File: src/rtl/sw_seq_pkg.sv
// Shared constants and types for the Smith-Waterman sequence FIFO word format.
package sw_seq_pkg;

  localparam int unsigned DATA_W = 18;
  localparam int unsigned PAY_W  = 16;
  localparam int unsigned BASE_W = 2;
  localparam int unsigned BPW    = PAY_W / BASE_W;
  localparam int unsigned LEN_W  = 16;
  localparam int unsigned CNT_W  = $clog2(BPW + 1);

  localparam logic [1:0] TAG_DATA = 2'b00;
  localparam logic [1:0] TAG_HEAD = 2'b01;

  typedef enum logic [1:0] {
    BASE_A = 2'd0,
    BASE_C = 2'd1,
    BASE_G = 2'd2,
    BASE_T = 2'd3
  } base_e;

  typedef enum logic {
    ST_IDLE = 1'b0,
    ST_SEQ  = 1'b1
  } state_e;

  function automatic logic [1:0] word_tag(input logic [DATA_W-1:0] w);
    return w[DATA_W-1 -: 2];
  endfunction

endpackage

File: src/rtl/sw_fifo_prefetch.sv
// One-word prefetch in front of a standard (non-FWFT) FIFO: at most one read in flight or one word held.
module sw_fifo_prefetch #(
  parameter int unsigned W = 18
) (
  input  logic         clk,
  input  logic         rst,
  input  logic         i_empty,
  input  logic [W-1:0] i_dout,
  input  logic         i_pop,
  output logic         o_rd_en,
  output logic         o_hold_valid,
  output logic [W-1:0] o_hold
);

  logic         r_rd_pend;
  logic         r_hold_valid;
  logic [W-1:0] r_hold;
  logic         w_rd_en;

  // Reset also masks the pop request so nothing leaves the FIFO while held in reset.
  assign w_rd_en = !rst && !i_empty && !r_rd_pend && !r_hold_valid;

  always_ff @(posedge clk) begin
    if (rst) begin
      r_rd_pend    <= 1'b0;
      r_hold_valid <= 1'b0;
      r_hold       <= '0;
    end else begin
      r_rd_pend <= w_rd_en;
      if (r_rd_pend) begin
        r_hold       <= i_dout;
        r_hold_valid <= 1'b1;
      end else if (i_pop) begin
        r_hold_valid <= 1'b0;
      end
    end
  end

  assign o_rd_en      = w_rd_en;
  assign o_hold_valid = r_hold_valid;
  assign o_hold       = r_hold;

endmodule

File: src/rtl/sw_fifo_base_reader.sv
// Decodes HEAD/DATA words from the sequence FIFO and streams 2-bit bases over valid/ready.
module sw_fifo_base_reader
  import sw_seq_pkg::*;
(
  input  logic              clk,
  input  logic              rst,
  input  logic [DATA_W-1:0] fifo_dout,
  input  logic              fifo_empty,
  output logic              fifo_rd_en,
  output logic [BASE_W-1:0] base_out,
  output logic              base_valid,
  input  logic              base_ready,
  output logic              base_first,
  output logic              base_last,
  output logic [LEN_W-1:0]  seq_len,
  output logic              err_tag
);

  state_e            r_state;
  logic [PAY_W-1:0]  r_shreg;
  logic [CNT_W-1:0]  r_cnt;
  logic [LEN_W-1:0]  r_remaining;
  logic [LEN_W-1:0]  r_seq_len;
  logic              r_first_pend;
  logic              r_err;

  logic              w_hold_valid;
  logic [DATA_W-1:0] w_hold;
  logic [1:0]        w_tag;
  logic [LEN_W-1:0]  w_len;
  logic              w_xfer;
  logic              w_done;
  logic              w_idle_dec;
  logic              w_load_ok;
  logic              w_pop;

  sw_fifo_prefetch #(.W(DATA_W)) u_prefetch (
    .clk          (clk),
    .rst          (rst),
    .i_empty      (fifo_empty),
    .i_dout       (fifo_dout),
    .i_pop        (w_pop),
    .o_rd_en      (fifo_rd_en),
    .o_hold_valid (w_hold_valid),
    .o_hold       (w_hold)
  );

  assign w_tag      = word_tag(w_hold);
  assign w_len      = LEN_W'(w_hold[PAY_W-1:0]);
  assign w_xfer     = base_valid && base_ready;
  assign w_done     = w_xfer && (r_remaining == LEN_W'(1));
  // A sequence finishing this cycle lets the held word be decoded as if already idle.
  assign w_idle_dec = (r_state == ST_IDLE) || w_done;
  assign w_load_ok  = (r_cnt == '0) || (w_xfer && (r_cnt == CNT_W'(1)));
  assign w_pop      = w_hold_valid && (w_idle_dec || (w_tag != TAG_DATA) || w_load_ok);

  always_ff @(posedge clk) begin
    if (rst) begin
      r_state      <= ST_IDLE;
      r_shreg      <= '0;
      r_cnt        <= '0;
      r_remaining  <= '0;
      r_seq_len    <= '0;
      r_first_pend <= 1'b0;
      r_err        <= 1'b0;
    end else begin
      r_err <= 1'b0;
      if (w_xfer) begin
        r_shreg      <= r_shreg >> BASE_W;
        r_cnt        <= r_cnt - CNT_W'(1);
        r_remaining  <= r_remaining - LEN_W'(1);
        r_first_pend <= 1'b0;
        if (w_done) begin
          r_cnt   <= '0;
          r_state <= ST_IDLE;
        end
      end
      if (w_hold_valid) begin
        if (w_tag == TAG_HEAD) begin
          // HEAD inside a live sequence aborts it, then starts afresh.
          if (!w_idle_dec) begin
            r_err <= 1'b1;
            r_cnt <= '0;
          end
          r_seq_len   <= w_len;
          r_remaining <= w_len;
          if (w_len != '0) begin
            r_first_pend <= 1'b1;
            r_state      <= ST_SEQ;
          end else begin
            r_first_pend <= 1'b0;
            r_state      <= ST_IDLE;
          end
        end else if (w_idle_dec || (w_tag != TAG_DATA)) begin
          r_err <= 1'b1;
        end else if (w_load_ok) begin
          r_shreg <= w_hold[PAY_W-1:0];
          r_cnt   <= CNT_W'(BPW);
        end
      end
    end
  end

  assign base_valid = (r_cnt != '0);
  assign base_out   = r_shreg[BASE_W-1:0];
  assign base_first = r_first_pend;
  assign base_last  = (r_remaining == LEN_W'(1));
  assign seq_len    = r_seq_len;
  assign err_tag    = r_err;

endmodule

File: config.mk
export PLATFORM = sky130hd
export DESIGN_NAME = sw_fifo_base_reader
export DESIGN_NICKNAME = d
export VERILOG_FILES = /design/src/rtl/sw_seq_pkg.sv /design/src/rtl/sw_fifo_prefetch.sv /design/src/rtl/sw_fifo_base_reader.sv
export SDC_FILE = /design/constraint.sdc
export NUM_CORES = 1
export LEC_CHECK = 0
export BUFFER_PORTS_ARGS = -buffer_cell sky130_fd_sc_hd__buf_2
export CAP_MARGIN = 20
export CELL_PAD_IN_SITES_DETAIL_PLACEMENT = 1
export CELL_PAD_IN_SITES_GLOBAL_PLACEMENT = 1
export CORE_ASPECT_RATIO = 1.2
export CORE_MARGIN = 4
export CORE_UTILIZATION = 49
export CTS_BUF_LIST = sky130_fd_sc_hd__clkbuf_8
export DETAILED_ROUTE_END_ITERATION = 10
export GPL_TIMING_DRIVEN = 0
export PLACE_DENSITY_LB_ADDON = 0.05
export SYNTH_ARGS = -nofsm -noshare
export SYNTH_HDL_FRONTEND = slang
export SYNTH_SLANG_ARGS = --single-unit
File: constraint.sdc
create_clock -name clk -period 2.99 [get_ports clk]
set_input_delay 0.299 -clock clk [delete_from_list [all_inputs] [get_ports clk]]
set_output_delay 0.299 -clock clk [all_outputs]
set_load 0.05 [all_outputs]
==> run summary <==
Share of cell area taken by muxes after synthesis: 9.53%
Clock power frac: 22.4%
Area growth from synthesis to final layout: 15.4%
Worst-case reg-to-reg path depth: 8
Core region area: 0.00685 mm²
Buffers on Ports: 44
Routability congestion estimate from global placement: 0.845
Biggest cell delay along the critical path: 0.45 ns
Post-CTS repair timing setup buffer count: 0
Placement Cell Area: 0.00380 mm²
Floorplan row count: 33
Proportion of netlist area held by the largest area contributor: 43.3%
Internal power component: 2.13 mW
Top achievable clock speed: 0.378 GHz
Top Ports: 45
Arrival time at the worst endpoint: 2.35 ns
Global-route total usage across every layer: 25.8%
Leakage power: 1.57 nW
Detail-routed via count per cell: 6.13
Top layer used by detailed routing: met4
Total global routing overflow: 0
Post-layout min period: 2.65 ns
Largest fanout of any net on the critical path: 10
Cell depth of the worst hold path: 2
Worst EP required: 2.69 ns
Most frequent cells after synthesis: 75 x dfxtp_1, 38 x nand2_1, 36 x nor2_1, 33 x mux2i_1
Outcome: finished clean
Quantity of gates resized following cts: 0
Vias after detailed routing: 3,201
Crit-path slowest cell: dfxtp_1
Cts bufs inserted: 9
Cell-by-cell trace of the critical path: ha_1, nor4b_1, nand4_1, inv_2, buf_4, buf_2
Cell with the most instances after synthesis: dfxtp_1
Final count of negative-setup-slack endpoints: 0
Min-delay worst type: in2reg
Number of diodes: 0
Final worst slack: 0.344 ns
Initial antenna violation count: 0
Cell types with the largest area share after synthesis: dfxtp_1 43%, mux2i_1 9.5%, a211oi_1 5.4%, nand2_1 4.1%, nor2_1 3.9%
Simple-gate portion of the synthesized area: 20.3%
Wirelength per Cell: 20.4 µm
Xor and xnor fraction of the mapped netlist area: 1.26%
Clock transition at path regs: 0.09 ns
Final routed DRC violation total: 0
Count of nets left with antenna violations after detail routing: 0
Pwr Density: 919 mW/mm²
Number of nets at the end of the flow: 457
Sw Share: 42.0%
Combinational family with the most area after synthesis: simple AND/OR/NAND/NOR gates
Starting density of the core: 50.6%
Clock tree from TritonCTS: yes
Part of the Yosys area used for sequential elements: 43.3%
Nature of the critical path startpoint: register
Clock tree buffer depth: 2
Total Die Area: 0.00849 mm²
Drt initial violations: 181
Final cell area excluding filler cells: 0.00400 mm²
Routed met2 length: 5490 µm
Post-synthesis adder-cell area fraction: 1.80%
Hold bufs inserted after CTS: 0
Combinational fraction of design power: 40.5%
Total wirelength of the detailed-routed design: 10,600 µm
Post-route clock period utilization: 88.5%
Worst setup path category: reg2out
Relative contribution of sequential cells to total power: 37.0%
Placement Setup Slack: 0.732 ns
Yosys synthesis warning count: 0
Post-Syn Nets: 402
Tightest Pin Transition: 0.744 ns
Number of different library cells in the post-synthesis netlist: 52
Max-slew violation count: 0
FF+latch count, synth: 75
Source-to-sink clock delay at the later pin of the worst-skew pair: 0.37 ns
Number of enable flip-flop cells after synthesis: 0
Clk root buf: clkbuf_8
H-tree depth reported by CTS: 3
Share of synthesized flip-flops with an asynchronous set or reset: 0%
M1 wire length: 4450 µm
Total of fill cells in the finished design: 841
Reported max-cap violation count: 0
Net switching power: 1.54 mW
Synthesized-area fraction occupied by ao, oa, aoi and oai cells: 18.8%
Routed wire length on met3: 418 µm
Largest net degree at the start of global routing: 16
Wire length of the first global-routing pass: 17,200 µm
Post-synth design cell area: 0.00347 mm²
Category of the worst setup path capture point: output port
Fraction of final layout cells with drive strength greater than 1: 20.0%
Worst slew margin relative to its limit: 50.4%
RSZ-0062 raised after global routing: no
Chip width: 84.8 µm
Post-Route Setup TNS: 0 ns
Post-Route Hold Slack: 0.140 ns
Total number of clock tree sinks: 75
Cell taking the most area after synthesis: dfxtp_1
Clk_skew: 0.0170 ns
Number of cells produced by synthesis: 375
Final HPWL DP: 7850 µm
Fin. Hold Viols: 0
Via count of the first global-routing pass: 3,345
Maximum resistive drop on vdd: 0.575 mV
Number of detailed-route iterations in the first pass: 5
Avg Cell Area, Syn: 9.25 µm²
Die outline height: 100 µm
Most used DFF post-synth: dfxtp_1
cells in the final DEF (no fill, tap or decap), drive strengths merged, types with 2 or more instances in the layout:
cell type  count
ha             5
nor2          36
nand3b         2
xor2           4
a21oi         25
o211ai         2
or4            3
mux2i         33
a311oi        10
buf           57
clkbuf        25
or3            7
dfxtp         75
nand2b         4
o21ai          8
nor3           5
nand4          5
nor3b          2
o41ai          2
inv           10
a211oi        33
clkinvlp       2
nand3          8
nor4          11
o31ai          3
nand2         39
nand4b         4
power by group through the flow:
stage                     Combinational, mW  Clock [mW]  Sequential (mW)
final                                  1.49       0.825             1.36
after global routing                   1.63       0.877             1.39
after CTS                              1.49       0.829             1.35
after detailed placement               1.47           0             1.38
after global placement                 1.42           0             1.37
after floorplan                        1.14           0             1.32
cells by family after synthesis:
logic type      after synthesis
buf+inv                      35
compound gates               89
xor+xnor                      5
simple gates                133
fa+ha+maj                     5
mux                          33
flops                        75
stage by stage:
step / cells / power, mW / utilization, %
floorplan: 375 / 2.46 / -
global placement: 506 / 2.79 / 55.4
detailed placement: 506 / 2.85 / 55.4
CTS: 522 / 3.67 / 58.4
global route: 522 / 3.89 / 58.4
finish: 522 / 3.68 / 58.4
registers in the layout, summed over array words and instances, names as in the netlist:
register	flops
u_prefetch.o_hold_valid	1
u_prefetch.o_hold	18
r_state	1
u_prefetch.r_rd_pend	1
seq_len	16
err_tag	1
r_shreg	16
r_cnt	4
r_remaining	16
base_first	1
final cells by class:
cell class | count | area (µm²) | share of cell area (%)
multi-input cells | 265 | 1790 | 44.8
flip-flops and latches | 75 | 1500 | 37.5
repair buffers | 44 | 220 | 5.51
plain buffers | 29 | 150 | 3.75
clock buffers | 9 | 124 | 3.10
well taps | 87 | 109 | 2.72
clock inverters | 7 | 80.1 | 2.00
inverters | 6 | 22.5 | 0.563
path summary, 6_finish.rpt:
path                                                 from                               to  slack, ns
worst max-delay path            r_remaining[0]$_SDFF_PP0_                        base_last       0.34
worst min-delay path                           fifo_empty  u_prefetch.r_rd_pend$_SDFF_PP0_       0.14
worst max register to register        r_cnt[0]$_SDFF_PP0_           r_shreg[12]$_SDFF_PP0_       0.75
worst min register to register    seq_len[2]$_SDFFE_PP0P_          seq_len[2]$_SDFFE_PP0P_       0.46
routing by layer:
| metal | vias to the layer above | track usage (%) |
|---|---|---|
| met2 | 89 | 46.3 |
| met1 | 1601 | 30.3 |
| met5 | - | 0 |
| li1 | 1486 | - |
| met4 | 0 | 9.87 |
| met3 | 25 | 4.84 |
critical path: cells and delay by family, from the launching register on:
family	cells	cell delay [ns]
simple gates	2	0.54
buf+inv	3	0.78
flops	1	0.45
fa+ha+maj	1	0.20
No activity file was read; power rests on OpenSTA's default activity.
